**config.mk**
```make
export PLATFORM = sky130hd
export DESIGN_NAME = steel_clint_flat
export DESIGN_NICKNAME = d
export VERILOG_FILES = /design/src/rtl/steel_clint_pkg.sv /design/src/rtl/steel_clint_if.sv /design/src/rtl/steel_clint_prescaler.sv /design/src/rtl/steel_clint.sv /design/src/flat_wrapper.sv
export SDC_FILE = /design/constraint.sdc
export NUM_CORES = 1
export LEC_CHECK = 0
export ABC_AREA = 1
export CAP_MARGIN = 20
export CORE_MARGIN = 2
export CORE_UTILIZATION = 30
export CTS_CLUSTER_DIAMETER = 40
export DETAILED_ROUTE_END_ITERATION = 12
export MAX_ROUTING_LAYER = met4
export SYNTH_ARGS = -nofsm -noshare
export SYNTH_HDL_FRONTEND = slang
export SYNTH_SLANG_ARGS = --single-unit
```
**constraint.sdc**
```tcl
create_clock -name CLK -period 1.83 [get_ports CLK]
set_input_delay 0.183 -clock CLK [delete_from_list [all_inputs] [get_ports CLK]]
set_output_delay 0.183 -clock CLK [all_outputs]
set_load 0.02 [all_outputs]
```
**src/rtl/steel_clint_pkg.sv**
```systemverilog
// steel_clint_pkg: CLINT register offsets and the byte-lane merge helper
// shared by the CLINT and the data RAM model.
package steel_clint_pkg;

    localparam logic [15:0] MSIP_OFS        = 16'h0000;
    localparam logic [15:0] MTIMECMP_LO_OFS = 16'h4000;
    localparam logic [15:0] MTIMECMP_HI_OFS = 16'h4004;
    localparam logic [15:0] MTIME_LO_OFS    = 16'hBFF8;
    localparam logic [15:0] MTIME_HI_OFS    = 16'hBFFC;

    function automatic logic [31:0] merge_bytes(
        input logic [31:0] old,
        input logic [31:0] data,
        input logic [3:0]  mask
    );
        logic [31:0] r;
        r = old;
        for (int i = 0; i < 4; i++) begin
            if (mask[i]) r[8*i +: 8] = data[8*i +: 8];
        end
        return r;
    endfunction

endpackage

```
**src/rtl/steel_clint_if.sv**
```systemverilog
// steel_clint_if: core data-port signals seen by the CLINT.
// master = core side, slave = CLINT side.
interface steel_clint_if;

    logic [31:0] D_ADDR;
    logic [31:0] WR_DATA;
    logic        WR_REQ;
    logic [3:0]  WR_MASK;
    logic        HIT;
    logic [31:0] RD_DATA;

    modport master (
        output D_ADDR, WR_DATA, WR_REQ, WR_MASK,
        input  HIT, RD_DATA
    );

    modport slave (
        input  D_ADDR, WR_DATA, WR_REQ, WR_MASK,
        output HIT, RD_DATA
    );

endinterface

```
**src/rtl/steel_clint_prescaler.sv**
```systemverilog
// steel_clint_prescaler: divides CLK into mtime ticks,
// TICK high in the last cycle of each PRESCALE-cycle period.
module steel_clint_prescaler #(
    parameter int unsigned PRESCALE = 1
) (
    input  logic CLK,
    input  logic RESET_N,
    output logic TICK
);

    localparam logic [15:0] LAST = 16'(PRESCALE - 1);

    logic [15:0] cnt;

    assign TICK = (cnt == LAST);

    always_ff @(posedge CLK or negedge RESET_N) begin
        if (!RESET_N) begin
            cnt <= '0;
        end else if (TICK) begin
            cnt <= '0;
        end else begin
            cnt <= cnt + 16'd1;
        end
    end

endmodule

```
**src/rtl/steel_clint.sv**
```systemverilog
// steel_clint: core-local interruptor holding mtime, mtimecmp and msip,
// driving the machine timer and software interrupt requests.
module steel_clint
    import steel_clint_pkg::*;
#(
    parameter logic [31:0] BASE_ADDR = 32'h0200_0000,
    parameter int unsigned PRESCALE  = 1
) (
    input  logic               CLK,
    input  logic               RESET_N,
    steel_clint_if.slave       bus,
    output logic [63:0]        REAL_TIME,
    output logic               T_IRQ,
    output logic               S_IRQ
);

    logic [63:0] mtime;
    logic [63:0] mtimecmp;
    logic        msip;
    logic        t_irq;
    logic [31:0] rd_data;
    logic [31:0] rd_word;
    logic        tick;
    logic        hit;
    logic        wr_en;
    logic [15:0] ofs;
    logic        sel_msip;
    logic        sel_cmp_lo;
    logic        sel_cmp_hi;
    logic        sel_time_lo;
    logic        sel_time_hi;
    logic        unused_addr_bits;

    steel_clint_prescaler #(
        .PRESCALE (PRESCALE)
    ) u_prescaler (
        .CLK     (CLK),
        .RESET_N (RESET_N),
        .TICK    (tick)
    );

    assign hit   = (bus.D_ADDR[31:16] == BASE_ADDR[31:16]);
    assign ofs   = {bus.D_ADDR[15:2], 2'b00};
    assign wr_en = bus.WR_REQ & hit;

    // Byte offset within the word is irrelevant: all registers are word-wide.
    assign unused_addr_bits = &{1'b0, bus.D_ADDR[1:0]};

    assign sel_msip    = (ofs == MSIP_OFS);
    assign sel_cmp_lo  = (ofs == MTIMECMP_LO_OFS);
    assign sel_cmp_hi  = (ofs == MTIMECMP_HI_OFS);
    assign sel_time_lo = (ofs == MTIME_LO_OFS);
    assign sel_time_hi = (ofs == MTIME_HI_OFS);

    always_comb begin
        rd_word = '0;
        unique case (1'b1)
            sel_msip:    rd_word = {31'd0, msip};
            sel_cmp_lo:  rd_word = mtimecmp[31:0];
            sel_cmp_hi:  rd_word = mtimecmp[63:32];
            sel_time_lo: rd_word = mtime[31:0];
            sel_time_hi: rd_word = mtime[63:32];
            default:     rd_word = '0;
        endcase
    end

    always_ff @(posedge CLK or negedge RESET_N) begin
        if (!RESET_N) begin
            mtime    <= '0;
            mtimecmp <= '1;
            msip     <= 1'b0;
            t_irq    <= 1'b0;
            rd_data  <= '0;
        end else begin
            rd_data <= hit ? rd_word : '0;
            t_irq   <= (mtime >= mtimecmp);

            if (wr_en && sel_msip && bus.WR_MASK[0]) begin
                msip <= bus.WR_DATA[0];
            end
            if (wr_en && sel_cmp_lo) begin
                mtimecmp[31:0] <= merge_bytes(mtimecmp[31:0],
                                              bus.WR_DATA, bus.WR_MASK);
            end
            if (wr_en && sel_cmp_hi) begin
                mtimecmp[63:32] <= merge_bytes(mtimecmp[63:32],
                                               bus.WR_DATA, bus.WR_MASK);
            end

            // A software write to mtime wins over the tick; no carry.
            if (wr_en && sel_time_lo) begin
                mtime[31:0] <= merge_bytes(mtime[31:0],
                                           bus.WR_DATA, bus.WR_MASK);
            end else if (wr_en && sel_time_hi) begin
                mtime[63:32] <= merge_bytes(mtime[63:32],
                                            bus.WR_DATA, bus.WR_MASK);
            end else if (tick) begin
                mtime <= mtime + 64'd1;
            end
        end
    end

    assign bus.HIT     = hit;
    assign bus.RD_DATA = rd_data;
    assign REAL_TIME   = mtime;
    assign T_IRQ       = t_irq;
    assign S_IRQ       = msip;

endmodule
```
**src/flat_wrapper.sv**
```systemverilog
// flat-port wrapper written by rule: the top's interface ports become plain ports
module steel_clint_flat import steel_clint_pkg::*;
#(
    parameter logic [31:0] BASE_ADDR = 32'h0200_0000,
    parameter int unsigned PRESCALE  = 1
)
  (CLK, RESET_N, REAL_TIME, T_IRQ, S_IRQ, bus_D_ADDR, bus_WR_DATA, bus_WR_REQ, bus_WR_MASK, bus_HIT, bus_RD_DATA);
  steel_clint_if bus_i ();
  input  logic CLK;
  input  logic RESET_N;
  output logic [63:0] REAL_TIME;
  output logic T_IRQ;
  output logic S_IRQ;
  input wire logic [$bits(bus_i.D_ADDR)-1:0] bus_D_ADDR;
  input wire logic [$bits(bus_i.WR_DATA)-1:0] bus_WR_DATA;
  input wire logic [$bits(bus_i.WR_REQ)-1:0] bus_WR_REQ;
  input wire logic [$bits(bus_i.WR_MASK)-1:0] bus_WR_MASK;
  output wire logic [$bits(bus_i.HIT)-1:0] bus_HIT;
  output wire logic [$bits(bus_i.RD_DATA)-1:0] bus_RD_DATA;
  assign bus_i.D_ADDR = bus_D_ADDR;
  assign bus_i.WR_DATA = bus_WR_DATA;
  assign bus_i.WR_REQ = bus_WR_REQ;
  assign bus_i.WR_MASK = bus_WR_MASK;
  assign bus_HIT = bus_i.HIT;
  assign bus_RD_DATA = bus_i.RD_DATA;
  steel_clint #(.BASE_ADDR(BASE_ADDR), .PRESCALE(PRESCALE)) u_core (.CLK(CLK), .RESET_N(RESET_N), .bus(bus_i), .REAL_TIME(REAL_TIME), .T_IRQ(T_IRQ), .S_IRQ(S_IRQ));
endmodule
```
; Yosys cells after proc, flatten, opt, wreduce, memory -nomap -nowiden
; Index checks and enable logic that the tools add are counted.
[word_totals]
elab_cells = 76
out_inout_bits = 99
register_bits = 178
inputBits = 71
[op_classes]
addsub = 2
n_bitwise = 2
reduce_logical = 26
n_eq_ne = 14
order_cmp = 1
mux = 11
[ops]
columns = cell, n
row1 = case mux 32 bit (5 select lines), 1
row2 = two-way mux 32 bit, 4
row3 = adder 64 x 1 -> 64 bit (second input constant), 1
row4 = greater-or-equal comparator 64 bit, 1
row5 = two-way mux 64 bit, 1
row6 = zero test 16 bit, 2
row7 = two-way mux 8 bit, 4
row8 = == test 14 x 13 -> 1 bit (second input constant), 2
row9 = == test 14 bit (second input constant), 2
row10 = AND reduction 3 bit, 8
row11 = adder 16 x 1 -> 16 bit (second input constant), 1
row12 = == test 16 x 10 -> 1 bit (second input constant), 1
row13 = two-way mux 16 bit, 1
row14 = != test 2 bit (second input constant), 8
row15 = AND reduction 2 bit, 8
row16 = logical AND 1 bit, 6
row17 = nonzero test 2 bit, 2
row18 = != test 2 x 1 -> 1 bit (second input constant), 1
row19 = AND 1 bit, 1
row20 = NOT 1 bit, 1

; Logic depth before layout (Yosys ltp)
[logic_depth]
depth_word = 5
mapped_depth = 14
ltp_nobuf = 14

; Modules after synthesis
; A second synthesis with hierarchy kept.
[unflattened]
hier_cells = 1930
hier_area_um2 = 12808.5
[by_module_without_submodules]
columns = mod, area_each_um2, cells_per_inst, seq_area_each_um2, n_inst
row1 = steel_clint, 11905.2, 1813, 4134.0, 1
row2 = steel_clint_prescaler, 903.4, 117, 400.4, 1

; Worst setup path before layout
; Ideal clock, no wire load.
[synth_timing]
path_type = reg-to-reg
startpoint = register u_core.mtime[1], in the netlist u_core.REAL_TIME[1]
endpoint = register u_core.mtime[56], in the netlist u_core.REAL_TIME[56]
synth_period_minus_slack_ns = 1.930
n_path_buf = 0
arrival_time_ns = 1.813
t_required_ns = 1.713
setup_time_ns = 0.117
path_stages_with_launch = 11
slack_ns = -0.100
cell_sequence = dfrtp_1 ha_1 nand2_1 nor2_1 nand2_1 nor2_4 nand3_1 o21ai_0 nand3_1 nand2_1 nand2_1
[synth_via]
elab_chain_cells = 3
[synth_rtl]
columns = element, line
row1 = from (decl), steel_clint.sv:17  ; logic [63:0] mtime;
row2 = from (signal assigned), steel_clint.sv:92  ; mtime[31:0] <= merge_bytes(mtime[31:0],
row3 = from (signal assigned), steel_clint.sv:98  ; mtime <= mtime + 64'd1;
row4 = adder 64 x 1 -> 64 bit, steel_clint.sv:98
row5 = two-way mux 64 bit, steel_clint.sv:97  ; end else if (tick) begin
row6 = two-way mux 32 bit, steel_clint.sv:94  ; end else if (wr_en && sel_time_hi) begin
; Every way passes these cells. The select of a mux whose other input is x is not followed.
; A chain may end at the register's enable or synchronous reset.

; Worst setup path in the final report
[layout_timing]
startpoint = register u_core.mtimecmp[47]
endpoint = register u_core.t_irq, in the netlist u_core.T_IRQ
[layout_via]
elab_chain_cells = 1
[layout_rtl]
columns = element, line
row1 = from (decl), steel_clint.sv:18  ; logic [63:0] mtimecmp;
row2 = from (signal assigned), steel_clint.sv:86  ; mtimecmp[63:32] <= merge_bytes(mtimecmp[63:32],
row3 = greater-or-equal comparator 64 bit, steel_clint.sv:76  ; t_irq <= (mtime >= mtimecmp);
row4 = to (signal assigned), steel_clint.sv:76
row5 = to (decl), steel_clint.sv:20  ; logic t_irq;
; Every way passes these cells.

==> impl_metrics.env <==
export IMPL_dr_pass1_iters=6
export IMPL_worstReg2RegStart="u_core.mtimecmp[47]"
export IMPL_ios=170
export IMPL_fin_crit_sh_pct=106
export IMPL_drc=0
export IMPL_r2r_slack_ps=-100
export IMPL_layout_commonest_cell="nand2_1"
export IMPL_rsz0062_at_grt="true"
export IMPL_post_route_cell_area_mm2=0.0189
export IMPL_crit_required_ps=2240
export IMPL_p_clk_share_pct=47.1
export IMPL_setup_slack_ps=-101
export IMPL_clock_latency_ps=470
export IMPL_cts_buffers=17
export IMPL_cts_tree="built"
export IMPL_place_area_mm2=0.0170
export IMPL_finClkSkew_ps=16.4
export IMPL_async_flop_share_pct=100
export IMPL_pre_cts_ws_ps=-409
export IMPL_n_fill_cell=4070
export IMPL_viasPerCell=4.85
export IMPL_drt_first_iter_violations=1182
export IMPL_period_minus_slack_ps=1930
export IMPL_slew_violations=0
export IMPL_drive_gt1_share_pct=29.4
export IMPL_holdWs_ps=212
export IMPL_die_area_mm2=0.0433
export IMPL_instances_no_fill=2858
export IMPL_h_tree_depth=4
export IMPL_tightest_slew_ps=466
export IMPL_fmax_mhz=518
export IMPL_dp_cells=2784
export IMPL_rows=74
export IMPL_multiInputGateArea_mm2=0.00774
export IMPL_avgSynthCellArea_um2=6.83
export IMPL_grt_pass1_vias=13441
export IMPL_cts_num_sinks=178
export IMPL_power_total_mw=8.22
export IMPL_ir_drop_v=0.000527
export IMPL_antenna_found_initial=0
export IMPL_yosysSeqAreaShare_pct=36.3
export IMPL_clock_path_buffers=2
export IMPL_cp_max_fo=2
export IMPL_slew_limit_headroom_pct=68.9
export IMPL_die_x_um=208
export IMPL_status="finished, violations left"
export IMPL_utilization_pct=46.1
export IMPL_setup_tns_ps=-101
export IMPL_violations="setup timing"
export IMPL_hold_violations=0
export IMPL_crit_arrival_ps=2350
export IMPL_start_util_pct=30.5
export IMPL_seqPwrFrac_pct=47.9
export IMPL_r2r_end="u_core.T_IRQ"
export IMPL_ff2ff_path_depth=11
export IMPL_cellLeakagePower_nw=8.81
export IMPL_synth_cells=1829
export IMPL_crit_type="reg2reg"
export IMPL_p_sw_share_pct=24.7
export IMPL_synth_seq_cells=178
export IMPL_hpwlAfterDp_um=41200
export IMPL_avgRoutedWirePerCell_um=18.3
export IMPL_synthesis_area_mm2=0.0125
export IMPL_place_gp_congestion=0.993
export IMPL_combPwrFrac_pct=5.1
export IMPL_areaGrowthSynthToFinish_pct=51.2
export IMPL_synth_enable_flop_cells=0
export IMPL_worstHoldPathType="in2async"
export IMPL_power_density_mw_per_mm2=435
export IMPL_wl_um=52400
export IMPL_maxCapViolCount=0
export IMPL_synth_distinct_cells=43
export IMPL_io_buffers=167
export IMPL_via_count=13851
export IMPL_synthFlopType="dfrtp_1"
export IMPL_power_internal_mw=6.19
export IMPL_yosysWarnings=0
export IMPL_grt_pass1_wl_um=78600
export IMPL_core_mm2=0.0410
export IMPL_drtAntennaViolNets=0
export IMPL_grt_util_all_layers_pct=24.3
export IMPL_endpoint_kind="flip-flop"
export IMPL_register_area_mm2=0.00457
export IMPL_nets=2451
export IMPL_path_clk_slew_ps=80
export IMPL_die_h_um=208
export IMPL_setup_violations=1
export IMPL_grt_ovfl_total=0
export IMPL_diodes=0
export IMPL_clock_root_buffer="clkbuf_16"
export IMPL_start_kind="flip-flop"
export IMPL_power_switching_mw=2.03
export IMPL_grt_max_degree=49
export IMPL_synth_fp_nets=1967
export IMPL_final_cell_mix="568 x nand2_1, 305 x buf_4, 220 x inv_1"
[worst max-delay path, stage by stage (launching register included)]
cell     delay, ps
dfstp_2        540
inv_2           50
ha_4           270
nand2_4         40
inv_2           50
nand3_2         70
nor3_2         160
buf_4          170
nand4_1        240
nor2b_4        170
nand2_1         60
nand2_1         60
[repair_timing]
item,4_1_cts,5_1_grt
gates cloned,0,4
hold buffers,1,0
pin swaps,13,63
endpoints found under the setup margin,84,102
resized for setup,87,251
setup buffers,6,32
hold endpoints to repair,30,0
[synth_stat cells, types with 2 or more instances]
cell type | count | area, µm²
nand2_1 | 619 | 2320
nor2_1 | 259 | 972
inv_1 | 228 | 856
dfrtp_1 | 114 | 2850
o21ai_0 | 101 | 505
nand3_1 | 86 | 430
ha_1 | 67 | 838
dfstp_2 | 64 | 1680
o22ai_1 | 47 | 294
a21oi_1 | 39 | 195
nand4_1 | 28 | 175
xor2_1 | 27 | 236
o21ai_1 | 22 | 110
nor3_1 | 16 | 80.1
buf_2 | 14 | 70.1
clkbuf_1 | 14 | 52.6
nand3_4 | 12 | 210
xnor2_1 | 11 | 96.3
buf_6 | 7 | 78.8
nor2_2 | 7 | 43.8
inv_2 | 6 | 22.5
nand3_2 | 5 | 50.1
nor2_4 | 4 | 45.0
buf_4 | 3 | 22.5
nand2_4 | 3 | 33.8
o21a_1 | 3 | 22.5
o21bai_1 | 3 | 22.5
and2_1 | 2 | 12.5
nand2_2 | 2 | 12.5
nand4_2 | 2 | 25.0
nor3b_1 | 2 | 15.0
[sequential cells by signal (all words and copies together), names as in the netlist]
signal	count
u_core.S_IRQ	1
u_core.T_IRQ	1
u_core.bus.RD_DATA	32
u_core.REAL_TIME	64
u_core.u_prescaler.cnt	16
u_core.mtimecmp	64
[kinds of logic (layout without fill, tap and decap cells)]
kind of cell / count (synthesis) / in the layout / share of synthesized area (%)
buffers and inverters: 274 / 768 / 9.01
AO/OA/AOI/OAI: 219 / 219 / 9.45
AND/OR/NAND/NOR: 1053 / 1056 / 35.9
XOR/XNOR: 38 / 38 / 2.66
flip-flops: 178 / 178 / 36.3
adder cells (fa/ha/maj): 67 / 67 / 6.71
[how the worst max path moves through the flow]
stage,slack (ps),start,cells past startpoint,endpoint
final,-100,u_core.mtimecmp[47],11,u_core.T_IRQ
after global routing,-180,u_core.mtimecmp[57],10,u_core.T_IRQ
after CTS,-70,u_core.mtimecmp[9],12,u_core.T_IRQ
after detailed placement,-410,bus_D_ADDR[2],11,u_core.REAL_TIME[47]
after global placement,-380,bus_D_ADDR[2],11,u_core.REAL_TIME[47]
after floorplan,20,u_core.REAL_TIME[1],10,u_core.REAL_TIME[56]
[layout make-up]
cell class	count	share of cell area, %
Timing Repair Buffer	502	23.4
Multi-Input combinational cell	1380	41.0
Inverter	234	4.73
Sequential cell	178	24.2
Clock buffer	19	2.34
Tap cell	532	3.52
Clock inverter	13	0.808
[power groups by stage]
stage | clock (mW) | combinational, mW | sequential [mW]
final | 3.87 | 0.416 | 3.94
after global routing | 4.07 | 0.449 | 3.94
after CTS | 3.94 | 0.408 | 3.94
after detailed placement | 0 | 0.403 | 4.01
after global placement | 0 | 0.400 | 4.01
after floorplan | 0 | 0.0557 | 4.01
[layer usage]
metal | global-route usage (%) | vias to the layer above | part of all wire [%]
met2 | 38.1 | 485 | 47
met3 | 3.26 | 56 | 5.8
li1 | - | 6771 | -
met5 | - | - | 0
met1 | 32.8 | 6539 | 45
met4 | 6.97 | 0 | 2.1
No activity file was read; power rests on OpenSTA's default activity.
==> edit (config.mk and constraints unchanged) <==
Take the reset off `rd_data` and load it in a clocked block of its own.
--- a/src/rtl/steel_clint.sv
+++ b/src/rtl/steel_clint.sv
@@ -70,9 +70,7 @@
             mtimecmp <= '1;
             msip     <= 1'b0;
             t_irq    <= 1'b0;
-            rd_data  <= '0;
         end else begin
-            rd_data <= hit ? rd_word : '0;
             t_irq   <= (mtime >= mtimecmp);
 
             if (wr_en && sel_msip && bus.WR_MASK[0]) begin
@@ -100,6 +98,10 @@
         end
     end
 
+    always_ff @(posedge CLK) begin
+        rd_data <= hit ? rd_word : '0;
+    end
+
     assign bus.HIT     = hit;
     assign bus.RD_DATA = rd_data;
     assign REAL_TIME   = mtime;
Check against the original RTL: not equivalent (a bounded check fails within 4 cycles, from zero or initial values and one cycle with RESET_N low).
==> edit against the unedited design <==
The run still ends with setup timing left. Wire length fell by 2.1%. Sequential cell count did not move. Worst setup slack got worse by 0.011 ns. Total power fell by 2.4%. Clock power fell by 4%. Fmax fell by 0.54%. Die area fell by 0.94%. Sequential power barely moved. Final area rose by 0.34%. Worst hold slack improved by 0.070 ns. Synthesized area fell by 0.96%. Critical path depth fell by 3. Combinational power fell by 6.5%.
==> edit: results (changes against the unedited design) <==
{| class="wikitable"
! Metric !! Value
|-
| Status || finished, violations left
|-
| Violations in the final reports || setup timing
|-
| Total area of sequential cells || 0.00442 mm2 (-3.3%)
|-
| # placed instances || 2865 (+2.9%)
|-
| Count of mapped cells out of synthesis || 1898 (+3.8%)
|-
| Largest net degree at the start of global routing || 55 (+12%)
|-
| Maximum resistive drop on vdd || 0.377 mV (-28%)
|-
| Setup total negative slack || -0.112 ns (-0.0105 ns)
|-
| Worst Hold Margin || 0.281 ns (+0.0699 ns)
|-
| Number of global-route vias before repair || 13799 (+2.7%)
|-
| Area taken by multi-input logic gates || 0.00794 mm2 (+2.6%)
|-
| Mean routed wirelength per cell || 17.5 um (-4.8%)
|-
| Most frequently used flop master after synthesis || sky130_fd_sc_hd__dfrtp_1
|-
| Buffer count excluding the clock tree in the final layout || 516 (+2.8%)
|-
| Comb_multi_in || 1458 (+5.7%)
|-
| Cell area after placement || 0.0171 mm2 (+0.49%)
|-
| Number of distinct library cell variants in the gate-level netlist after synthesis || 37 (-14%)
|-
| Number of clock buffer instances in the layout || 26 (+7)
|-
| Fraction of final layout cells sized beyond drive strength 1 || 30.1% (+0.70 points)
|-
| Final cell count without fillers || 2937 (+2.8%)
|-
| Number of nets in the layout || 2530 (+3.2%)
|-
| Clock skew || 0.0110 ns (-0.00540 ns)
|-
| Crit Reg-Reg Startpoint || u_core.mtimecmp[45]
|-
| Final setup violation count || 1 (unchanged)
|-
| Last weighted congestion value of the routability-driven placer || 0.985 (-0.81%)
|-
| Worst Slack Setup Final || -0.112 ns (-0.0105 ns)
|-
| Leakage power summed over all cells || 0.00895 uW (+1.5%)
|-
| Post-placement worst setup slack || -0.414 ns (-0.00546 ns)
|-
| Net count after synthesis || 2036 (+3.5%)
|-
| Switching Fraction || 23.7% (-1.0 points)
|-
| Sequential fraction of the synthesis area || 35.3% (-0.94 points)
|-
| Inverters || 221 (-5.6%)
|-
| Non-clock buffer area fraction after layout || 23.9% (+0.43 points)
|-
| Number of fill cells in the layout || 4238 (+4.1%)
|-
| Detailed Route Iter0 Violations || 1068 (-9.6%)
|-
| Gate family responsible for the most delay along the worst path || compound AO/OA/AOI/OAI gates
|-
| Ys async rst share || 82.0% (-18 points)
|-
| Top cells by count, synth || sky130_fd_sc_hd__nand2_1, sky130_fd_sc_hd__nor2_1, sky130_fd_sc_hd__inv_1
|-
| Sum of net half-perimeters after detailed placement || 40800 um (-1.1%)
|-
| Total track usage || 24.2% (-0.13 points)
|-
| Utilization of the core after routing || 46.5% (+0.47 points)
|-
| R2R cell count || 8 (-3)
|-
| Top area cells in the synthesized netlist || sky130_fd_sc_hd__nand2_1, sky130_fd_sc_hd__dfrtp_1, sky130_fd_sc_hd__dfstp_2, sky130_fd_sc_hd__nor2_1, sky130_fd_sc_hd__ha_1
|}
==> edit: cell count changes in the layout (fill, tap and decap cells not counted), sizes merged, moves of 15 or more <==
cell,delta
dlygate4sd2,+20
dfrtp,-32
buf,+15
dfxtp,+32
inv,-16
o22ai,-47
nand2,+78
o21ai,+37
==> edit: routing by layer <==
layer | vias up | routed length [um] | global-route usage (%)
met5 | - | 0 | -
met4 | 0 | 1910 | 11.1
met3 | 91 | 2860 | 4.41
met2 | 445 | 24400 | 39.0
met1 | 6646 | 22100 | 29.4
li1 | 6960 | - | -
==> edit: worst reg2reg max path, cell delays in order, from the launching register on <==
cell,delay [ns]
sky130_fd_sc_hd__dfstp_2,0.53
sky130_fd_sc_hd__inv_1,0.04
sky130_fd_sc_hd__ha_1,0.30
sky130_fd_sc_hd__a21oi_1,0.16
sky130_fd_sc_hd__o21ai_0,0.10
sky130_fd_sc_hd__a21oi_1,0.25
sky130_fd_sc_hd__nand2_1,0.22
sky130_fd_sc_hd__a21oi_1,0.17
sky130_fd_sc_hd__nand2_1,0.06
==> edit: power by group through the flow <==
stage	registers (uW)	clock network (uW)	logic [uW]
global placement	4000	0	384
detailed placement	4000	0	387
global route	3930	3940	424
floorplan	4000	0	49.9
finish	3930	3700	389
CTS	3930	3770	391
==> edit: cells by family after synthesis <==
group | share of synthesized area, %
AOI/OAI and AO/OA | 8.25
xor gates and xnor gates | 2.90
adders and majority gates | 6.77
buffers and inverters | 8.27
DFF | 35.3
and+or+nand+nor | 38.5
==> edit: repair_timing <==
action,4_1_cts,5_1_grt
endpoints found under the hold margin,27,0
resized for setup,129,251
pin swaps,12,73
setup buffers,4,35
gates cloned,0,0
hold buffers,1,0
setup endpoints to repair,113,87
